$ cat config.mk
export PLATFORM = sky130hd
export DESIGN_NAME = demux_4x1_rx
export DESIGN_NICKNAME = d
export VERILOG_FILES = /design/src/rtl/phy_pkg.sv /design/src/rtl/lane_stage.sv /design/src/rtl/demux_4x1_rx.sv
export SDC_FILE = /design/constraint.sdc
export NUM_CORES = 1
export LEC_CHECK = 0
export ABC_AREA = 1
export BUFFER_PORTS_ARGS = -buffer_cell sky130_fd_sc_hd__buf_2
export CELL_PAD_IN_SITES_DETAIL_PLACEMENT = 1
export CELL_PAD_IN_SITES_GLOBAL_PLACEMENT = 1
export CORE_MARGIN = 3
export CORE_UTILIZATION = 38
export CTS_CLUSTER_DIAMETER = 30
export CTS_CLUSTER_SIZE = 20
export DETAILED_ROUTE_END_ITERATION = 8
export GPL_ROUTABILITY_DRIVEN = 0
export GPL_TIMING_DRIVEN = 0
export PLACE_DENSITY_LB_ADDON = 0.05
export SETUP_SLACK_MARGIN = 0.3
export SLEW_MARGIN = 20
export SYNTH_ARGS = -nofsm -noshare
export SYNTH_HDL_FRONTEND = slang
export SYNTH_SLANG_ARGS = --single-unit
$ cat constraint.sdc
create_clock -name clk_4f -period 1.08 [get_ports clk_4f]
set_input_delay 0.054 -clock clk_4f [delete_from_list [all_inputs] [get_ports clk_4f]]
set_output_delay 0.054 -clock clk_4f [all_outputs]
set_load 0.005 [all_outputs]
$ cat src/rtl/phy_pkg.sv
// rtl/phy_pkg.sv - shared constants and types for the phy_rx lane demux
package phy_pkg;

   localparam int DATA_W_DEF = 8;
   localparam int LANES      = 4;

   typedef logic [1:0] slot_t;

   typedef enum logic {
      IDLE = 1'b0,
      RUN  = 1'b1
   } state_t;

endpackage

$ cat src/rtl/lane_stage.sv
// rtl/lane_stage.sv - one staging register (byte + valid) for a lane slot
module lane_stage
   import phy_pkg::*;
#(
   parameter int DATA_W = DATA_W_DEF
) (
   input  logic              clk_4f,
   input  logic              reset_L,
   input  logic              en,
   input  logic [DATA_W-1:0] data,
   input  logic              valid,
   output logic [DATA_W-1:0] q_data,
   output logic              q_valid
);

   // An invalid byte is stored as zero so downstream never sees stale payload.
   always_ff @(posedge clk_4f or negedge reset_L) begin
      if (!reset_L) begin
         q_data  <= '0;
         q_valid <= 1'b0;
      end else if (en) begin
         q_data  <= valid ? data : '0;
         q_valid <= valid;
      end
   end

endmodule

$ cat src/rtl/demux_4x1_rx.sv
// rtl/demux_4x1_rx.sv - 1:4 byte demux rebuilding lane frames; DEMUX_ERR_CNT_EN adds err_cnt
module demux_4x1_rx
   import phy_pkg::*;
#(
   parameter int DATA_W      = DATA_W_DEF,
   parameter int IDLE_FRAMES = 2
) (
   input  logic              clk_4f,
   input  logic              reset_L,
   input  logic [DATA_W-1:0] data_000,
   input  logic              valid_000,
   output logic [DATA_W-1:0] data_0,
   output logic [DATA_W-1:0] data_1,
   output logic [DATA_W-1:0] data_2,
   output logic [DATA_W-1:0] data_3,
   output logic              valid_0,
   output logic              valid_1,
   output logic              valid_2,
   output logic              valid_3,
   output logic              frame_stb,
   output logic              locked
`ifdef DEMUX_ERR_CNT_EN
   ,
   output logic [7:0]        err_cnt
`endif
);

   localparam logic [3:0] IDLE_LAST = 4'(IDLE_FRAMES - 1);

   state_t            state;
   state_t            state_nxt;
   slot_t             slot;
   logic [3:0]        idle_cnt;
   logic [2:0]        st_en;
   logic [DATA_W-1:0] st_data  [3];
   logic              st_valid [3];
   logic [LANES-1:0]  frame_valid;
   logic              frame_done;
   logic              frame_idle;
   logic              idle_drop;

   for (genvar i = 0; i < 3; i++) begin : g_stage
      lane_stage #(.DATA_W(DATA_W)) u_stage (
         .clk_4f  (clk_4f),
         .reset_L (reset_L),
         .en      (st_en[i]),
         .data    (data_000),
         .valid   (valid_000),
         .q_data  (st_data[i]),
         .q_valid (st_valid[i])
      );
   end

   always_comb begin
      frame_done  = (state == RUN) && (slot == 2'd3);
      frame_valid = {valid_000, st_valid[2], st_valid[1], st_valid[0]};
      frame_idle  = ~|frame_valid;
      idle_drop   = frame_done && frame_idle && (idle_cnt == IDLE_LAST);
      // In IDLE the first valid byte is lane 0 and goes straight into stage0.
      st_en[0]    = ((state == IDLE) && valid_000) || ((state == RUN) && (slot == 2'd0));
      st_en[1]    = (state == RUN) && (slot == 2'd1);
      st_en[2]    = (state == RUN) && (slot == 2'd2);
   end

   always_comb begin
      state_nxt = state;
      case (state)
         IDLE:    if (valid_000) state_nxt = RUN;
         RUN:     if (idle_drop) state_nxt = IDLE;
         default: state_nxt = IDLE;
      endcase
   end

   always_ff @(posedge clk_4f or negedge reset_L) begin
      if (!reset_L) state <= IDLE;
      else          state <= state_nxt;
   end

   always_ff @(posedge clk_4f or negedge reset_L) begin
      if (!reset_L) begin
         slot      <= '0;
         idle_cnt  <= '0;
         frame_stb <= 1'b0;
         data_0    <= '0;
         data_1    <= '0;
         data_2    <= '0;
         data_3    <= '0;
         valid_0   <= 1'b0;
         valid_1   <= 1'b0;
         valid_2   <= 1'b0;
         valid_3   <= 1'b0;
      end else begin
         frame_stb <= frame_done;
         if (state == IDLE) slot <= valid_000 ? 2'd1 : 2'd0;
         else               slot <= slot + 2'd1;
         if (frame_done) begin
            data_0  <= st_data[0];
            data_1  <= st_data[1];
            data_2  <= st_data[2];
            data_3  <= valid_000 ? data_000 : '0;
            valid_0 <= st_valid[0];
            valid_1 <= st_valid[1];
            valid_2 <= st_valid[2];
            valid_3 <= valid_000;
            if (!frame_idle || idle_drop) idle_cnt <= '0;
            else                          idle_cnt <= idle_cnt + 4'd1;
         end
      end
   end

   assign locked = (state == RUN);

`ifdef DEMUX_ERR_CNT_EN
   logic [2:0] n_invalid;
   logic [8:0] err_sum;

   always_comb begin
      n_invalid = 3'(LANES) - 3'($countones(frame_valid));
      err_sum   = {1'b0, err_cnt} + {6'd0, n_invalid};
   end

   // All-invalid frames are idle fill, not errors; only partial frames count.
   always_ff @(posedge clk_4f or negedge reset_L) begin
      if (!reset_L)                      err_cnt <= '0;
      else if (frame_done && !frame_idle) err_cnt <= err_sum[8] ? 8'hFF : err_sum[7:0];
   end
`endif

endmodule
---- Yosys cells after proc, flatten, opt, wreduce, memory -nomap -nowiden ----
Index checks and enable logic that the tools add are counted.
cells by class
  eq/ne operators ......................... 4
  bitwise gates (word level) .............. 1
  reductions and logical operators ........ 12
  muxes and demuxes ....................... 7
  $add $sub $neg .......................... 2
operators by type and width
  cell                                                              number
  8-bit two-way mux                                                 1
  1-bit logical AND                                                 7
  4-bit by 1-bit adder with 4-bit output (second input constant)    1
  2-bit == test (second input constant)                             2
  4-bit by 1-bit == test with 1-bit output (second input constant)  1
  4-bit two-way mux                                                 1
  4-bit OR reduction                                                1
  1-bit two-way mux                                                 3
  2-bit by 1-bit adder with 2-bit output (second input constant)    1
  2-bit by 1-bit == test with 1-bit output (second input constant)  1
  2-bit logical NOT                                                 1
  1-bit logical OR                                                  2
  2-bit two-way mux                                                 1
  1-bit case mux with 2 select lines                                1
  1-bit logical NOT                                                 1
  1-bit inverter                                                    1
word-level totals
  bits in registers ....................... 71
  bits of input ports ..................... 11
  output and inout bits ................... 38

---- Depth between registers and ports, before layout ----
  word-level depth ........................ 6
  depth in mapped cells ................... 7

---- Modules after synthesis ----
From an unflattened synthesis, not the netlist that was laid out.
unflattened totals
  cell total of the unflattened synthesis .. 331
  area total of the unflattened synthesis .. 2910.3 um^2
modules (own cells, without submodules)
  module        area an instance (um^2)  sequential area each (um^2)  times used  cells an instance
  demux_4x1_rx  1840.5                   1101.1                       1           214
  lane_stage    356.6                    225.2                        3           39

---- Worst setup path before layout ----
OpenSTA, ideal clock, no wires.
  kind .................................... flip-flop to flip-flop
  start ................................... register slot[0]
  end ..................................... register valid_3
  arrival ................................. 1.086 ns
  setup slack ............................. -0.088 ns
  stages on the path, launching flop included .. 7
  path through ............................ dfrtp_1 > ha_1 > nand2_4 > buf_6 > buf_2 > nand2_1 > o21ai_0
between the ends
  word-level cells in the longest chain between the ends .. 2
RTL lines
  what                    line                 text
  from (decl)             demux_4x1_rx.sv:32   slot_t slot;
  from (signal assigned)  demux_4x1_rx.sv:94   if (state == IDLE) slot <= valid_000 ? 2'd1 : 2'd0;
  from (signal assigned)  demux_4x1_rx.sv:95   else slot <= slot + 2'd1;
  2-bit == test           demux_4x1_rx.sv:55   frame_done = (state == RUN) && (slot == 2'd3);
  1-bit logical AND       demux_4x1_rx.sv:55
  to (signal assigned)    demux_4x1_rx.sv:104  valid_3 <= valid_000;
  to (decl)               demux_4x1_rx.sv:19   output logic valid_3,
No other way between the ends.
A chain may end at the register's enable or synchronous reset.

---- Worst setup path in the final report ----
  start ................................... register slot[0]
  end ..................................... register idle_cnt[0]
between the ends
  word-level cells in the longest chain between the ends .. 6
RTL lines
  what                            line                 text
  2-bit == test (*)               demux_4x1_rx.sv:55
  1-bit logical AND (*)           demux_4x1_rx.sv:55
  1-bit logical AND (2 in a row)  demux_4x1_rx.sv:58   idle_drop = frame_done && frame_idle && (idle_cnt == IDLE_LAST);
  1-bit logical OR                demux_4x1_rx.sv:105  if (!frame_idle || idle_drop) idle_cnt <= '0;
  4-bit two-way mux               demux_4x1_rx.sv:105
  to (signal assigned)            demux_4x1_rx.sv:106  else idle_cnt <= idle_cnt + 4'd1;
  to (decl)                       demux_4x1_rx.sv:33   logic [3:0] idle_cnt;
Every way passes the cells marked *; elsewhere a longest branch is shown, timed or not.

==> summary.txt <==
Critical path
  • Worst path slowest cell: dfrtp_1
  • RR Startpoint: slot[0]
  • Reg2Reg Depth: 6
  • Worst Path Buf+Inv: 2
  • R2r setup slk: -0.19 ns
  • CP startpoint kind: register
  • Crit path largest cell delay: 0.42 ns
  • Crit path kind: register to register
  • Critical Path RT: 1.34 ns
  • Worst-path cell chain: ha_2 > nand2_4 > clkbuf_16 > buf_12 > nand2_1 > o21ai_1
  • Largest delay share family, worst path: flip-flops
  • Critical R2R Capture: idle_cnt[0]
  • Worst setup EP type: register
  • CP arrival: 1.53 ns
  • Crit Path Max Fanout: 10

Power
  • PD cells: 3140 mW/mm^2
  • Switching Fraction: 0.359
  • Power, Total: 12.9 mW
  • Maximum vdd drop: 1.27 mV
  • P_sw: 4.64 mW
  • Power share of the clock group: 0.183
  • Comb pwr share: 0.466
  • P_leak: 2.17 nW
  • Sequential share of power: 0.351
  • P_int: 8.28 mW

Route
  • Starting DRT DRC Count: 69
  • Antenna viol nets, final: 0
  • First-pass iteration count of the detailed router: 4
  • Wirelength per Cell: 15.8 microns
  • Vias per cell: 4.76
  • Via count: 2416
  • Final WL: 8.03 mm
  • # DRC: 0

Status
  • Violated checks: setup timing
  • Status: finished with violations

Flow run
  • Max-cap check violation count: 0

Clocking
  • CTS clk-pin slew, worst paths: 0.07 ns
  • CTS root buffer: clkbuf_8
  • Cts bufs inserted: 9
  • # clock sinks: 71
  • H-tree lvl count: 3
  • Clock Latency Late Sink: 0.34 ns
  • Max Buffers Root-to-Sink: 2
  • CTS tree: built

STA
  • Slew at the pin closest to its max-slew limit: 0.340 ns
  • Final setup vio count: 69
  • Fin crit period: 1.27 ns
  • Post-route clock skew: 0.00837 ns
  • Max Fclk: 788 MHz
  • TNS Setup: -9.15 ns
  • PnR worst setup slack: -0.188 ns
  • Relative slew slack: 0.772
  • Final slew viol count: 0
  • Final hold vios: 0
  • RSZ-0062 raised after global routing: true
  • Final Cycle Share: 1.17

Finish
  • Final non-filler cell total: 508
  • Nets: 424
  • Ant diodes: 0
  • Area delta synth->final: 46.7%
  • Fillers: 817
  • Final Cell Area: 0.00412 sq mm
  • Layout cells sized above 1: 0.425
  • Post-layout util: 0.590

Synth
  • Cells after Synth: 297
  • Area of the mapped netlist: 0.00281 sq mm
  • Area share of the largest cell type after synthesis: 0.633
  • Syn avg cell area: 9.45 sq um
  • Count of cell types in the netlist: 17
  • Synth area leader: dfrtp_1
  • Top cells by area, synth: dfrtp_1 (63%), nand2_1 (17%), o21ai_0 (5.7%)
  • Mapped Nets: 314
  • Ys Warns: 0
  • Seq/Total Area, Yosys: 0.633
  • Seq cells post-synth: 71

Min path
  • Hold EP: locked
  • Hold_sp: valid_000
  • Hold path cells: 3
  • Min-delay worst type: input port to register

Die
  • Starting Density: 0.402
  • Ports: 49
  • Die H: 91.9 microns
  • Die X: 91.9 microns
  • Die Area: 0.00845 sq mm
  • Core outline area: 0.00698 sq mm
  • Row cnt: 30

Global routing
  • Largest net degree at the start of global routing: 51
  • Vias in the first global route: 2387
  • All-layer global routing usage: 0.184
  • First-pass GRT wire length: 12.2 mm
  • Grt total ovfl: 0
  • Initial antenna violation count: 0

Placement
  • Number of buffers added on ports: 48
  • Placed insts: 442
  • HPWL Detailed: 4.65 mm
  • Placed Area: 0.00324 sq mm
==> state kept, by name, summed over array words and instances (netlist names), 2 cells and up <==
name,count
data_2,8
data_0,8
data_3,8
g_stage.u_stage.q_valid,3
g_stage.u_stage.q_data,24
data_1,8
slot,2
idle_cnt,4
==> logic make-up (layout without fill, tap and decap cells) <==
family / after synthesis / in the layout / synth area share
AND/OR/NAND/NOR: 151 / 152 / 0.211
flip-flops: 71 / 71 / 0.633
AO/OA/AOI/OAI: 44 / 44 / 0.0794
buffers and inverters: 25 / 139 / 0.0500
adder cells (fa/ha/maj): 6 / 6 / 0.0268
==> per-stage QoR <==
step | worst slack [ns] | hold slack, ns
floorplan | -0.0217 | -0.242
global placement | -0.516 | 0.335
detailed placement | -0.280 | -0.0309
CTS | -0.171 | 0.00835
global route | -0.265 | 0.0301
finish | -0.188 | 0.0302
==> layout by cell type (no fill, tap or decap), types with 4 or more instances in the layout <==
cell type and count:
buf_2 46, o21ai_1 15, clkbuf_8 11, o21ai_2 4
buf_6 9, nor2_1 13, inv_1 9, o21ai_0 15
nand2_2 29, buf_12 6, dfrtp_1 71, nand2_1 99
buf_4 43, a21oi_1 7, nand2_4 5
==> cell usage after synthesis, drive strengths merged <==
| cell type | number |
|---|---|
| buf | 12 |
| o21bai | 1 |
| o21ai | 34 |
| clkbuf | 1 |
| dfrtp | 71 |
| a21oi | 9 |
| ha | 6 |
| or2 | 1 |
| nand3 | 3 |
| nor2 | 15 |
| nand2 | 132 |
| inv | 12 |
==> area by class of cell <==
class	instances	area, sq um	share of cell area
flip-flops and latches	71	1780	0.432
clock buffers	10	138	0.0334
repair buffers	98	706	0.171
multi-input cells	202	1040	0.254
plain buffers	13	200	0.0486
inverters	12	47.5	0.0116
well taps	96	120	0.0292
clock inverters	6	83.8	0.0204
==> worst register-to-register path: stages, from the launching register on <==
cell and delay (ns):
dfrtp_1 0.42, ha_2 0.22, nand2_4 0.11, clkbuf_16 0.17
buf_12 0.13, nand2_1 0.06, o21ai_1 0.08
==> how the worst max path moves through the flow <==
stage / startpoint / end / slack [ns] / cells past startpoint
after floorplan: slot[0] / g_stage[0].u_stage.q_data[0] / -0.02 / 6
after global placement: reset_L / data_0[3] / -0.52 / 1
after detailed placement: slot[0] / data_2[4] / -0.28 / 6
after CTS: slot[0] / g_stage[2].u_stage.q_data[6] / -0.17 / 6
after global routing: slot[0] / g_stage[2].u_stage.q_data[6] / -0.27 / 6
final: slot[0] / idle_cnt[0] / -0.19 / 6
==> power groups by stage <==
stage                     clock network [mW]  registers [mW]  logic (mW)
after floorplan                            0            4.51        2.31
after global placement                     0            4.50        3.70
after detailed placement                   0            4.53        3.82
after CTS                               2.39            4.48        4.75
after global routing                    2.52            4.69        6.65
final                                   2.37            4.54        6.02
==> what timing repair did <==
item                                   in CTS  in global routing
setup endpoints to repair                 109                110
pin swaps                                   1                  9
setup buffers                              23                 23
endpoints found under the hold margin      71                  0
hold buffers                                1                  0
resized for setup                          32                 50
gates cloned                                0                  3
==> metal layers <==
layer / part of all wire / global-route usage
met3: 0.037 / 0.0361
met1: 0.45 / 0.254
met4: 0.0086 / 0.0668
met2: 0.50 / 0.288
met5: 0 / 0
Power figures use the tool's default switching activity.
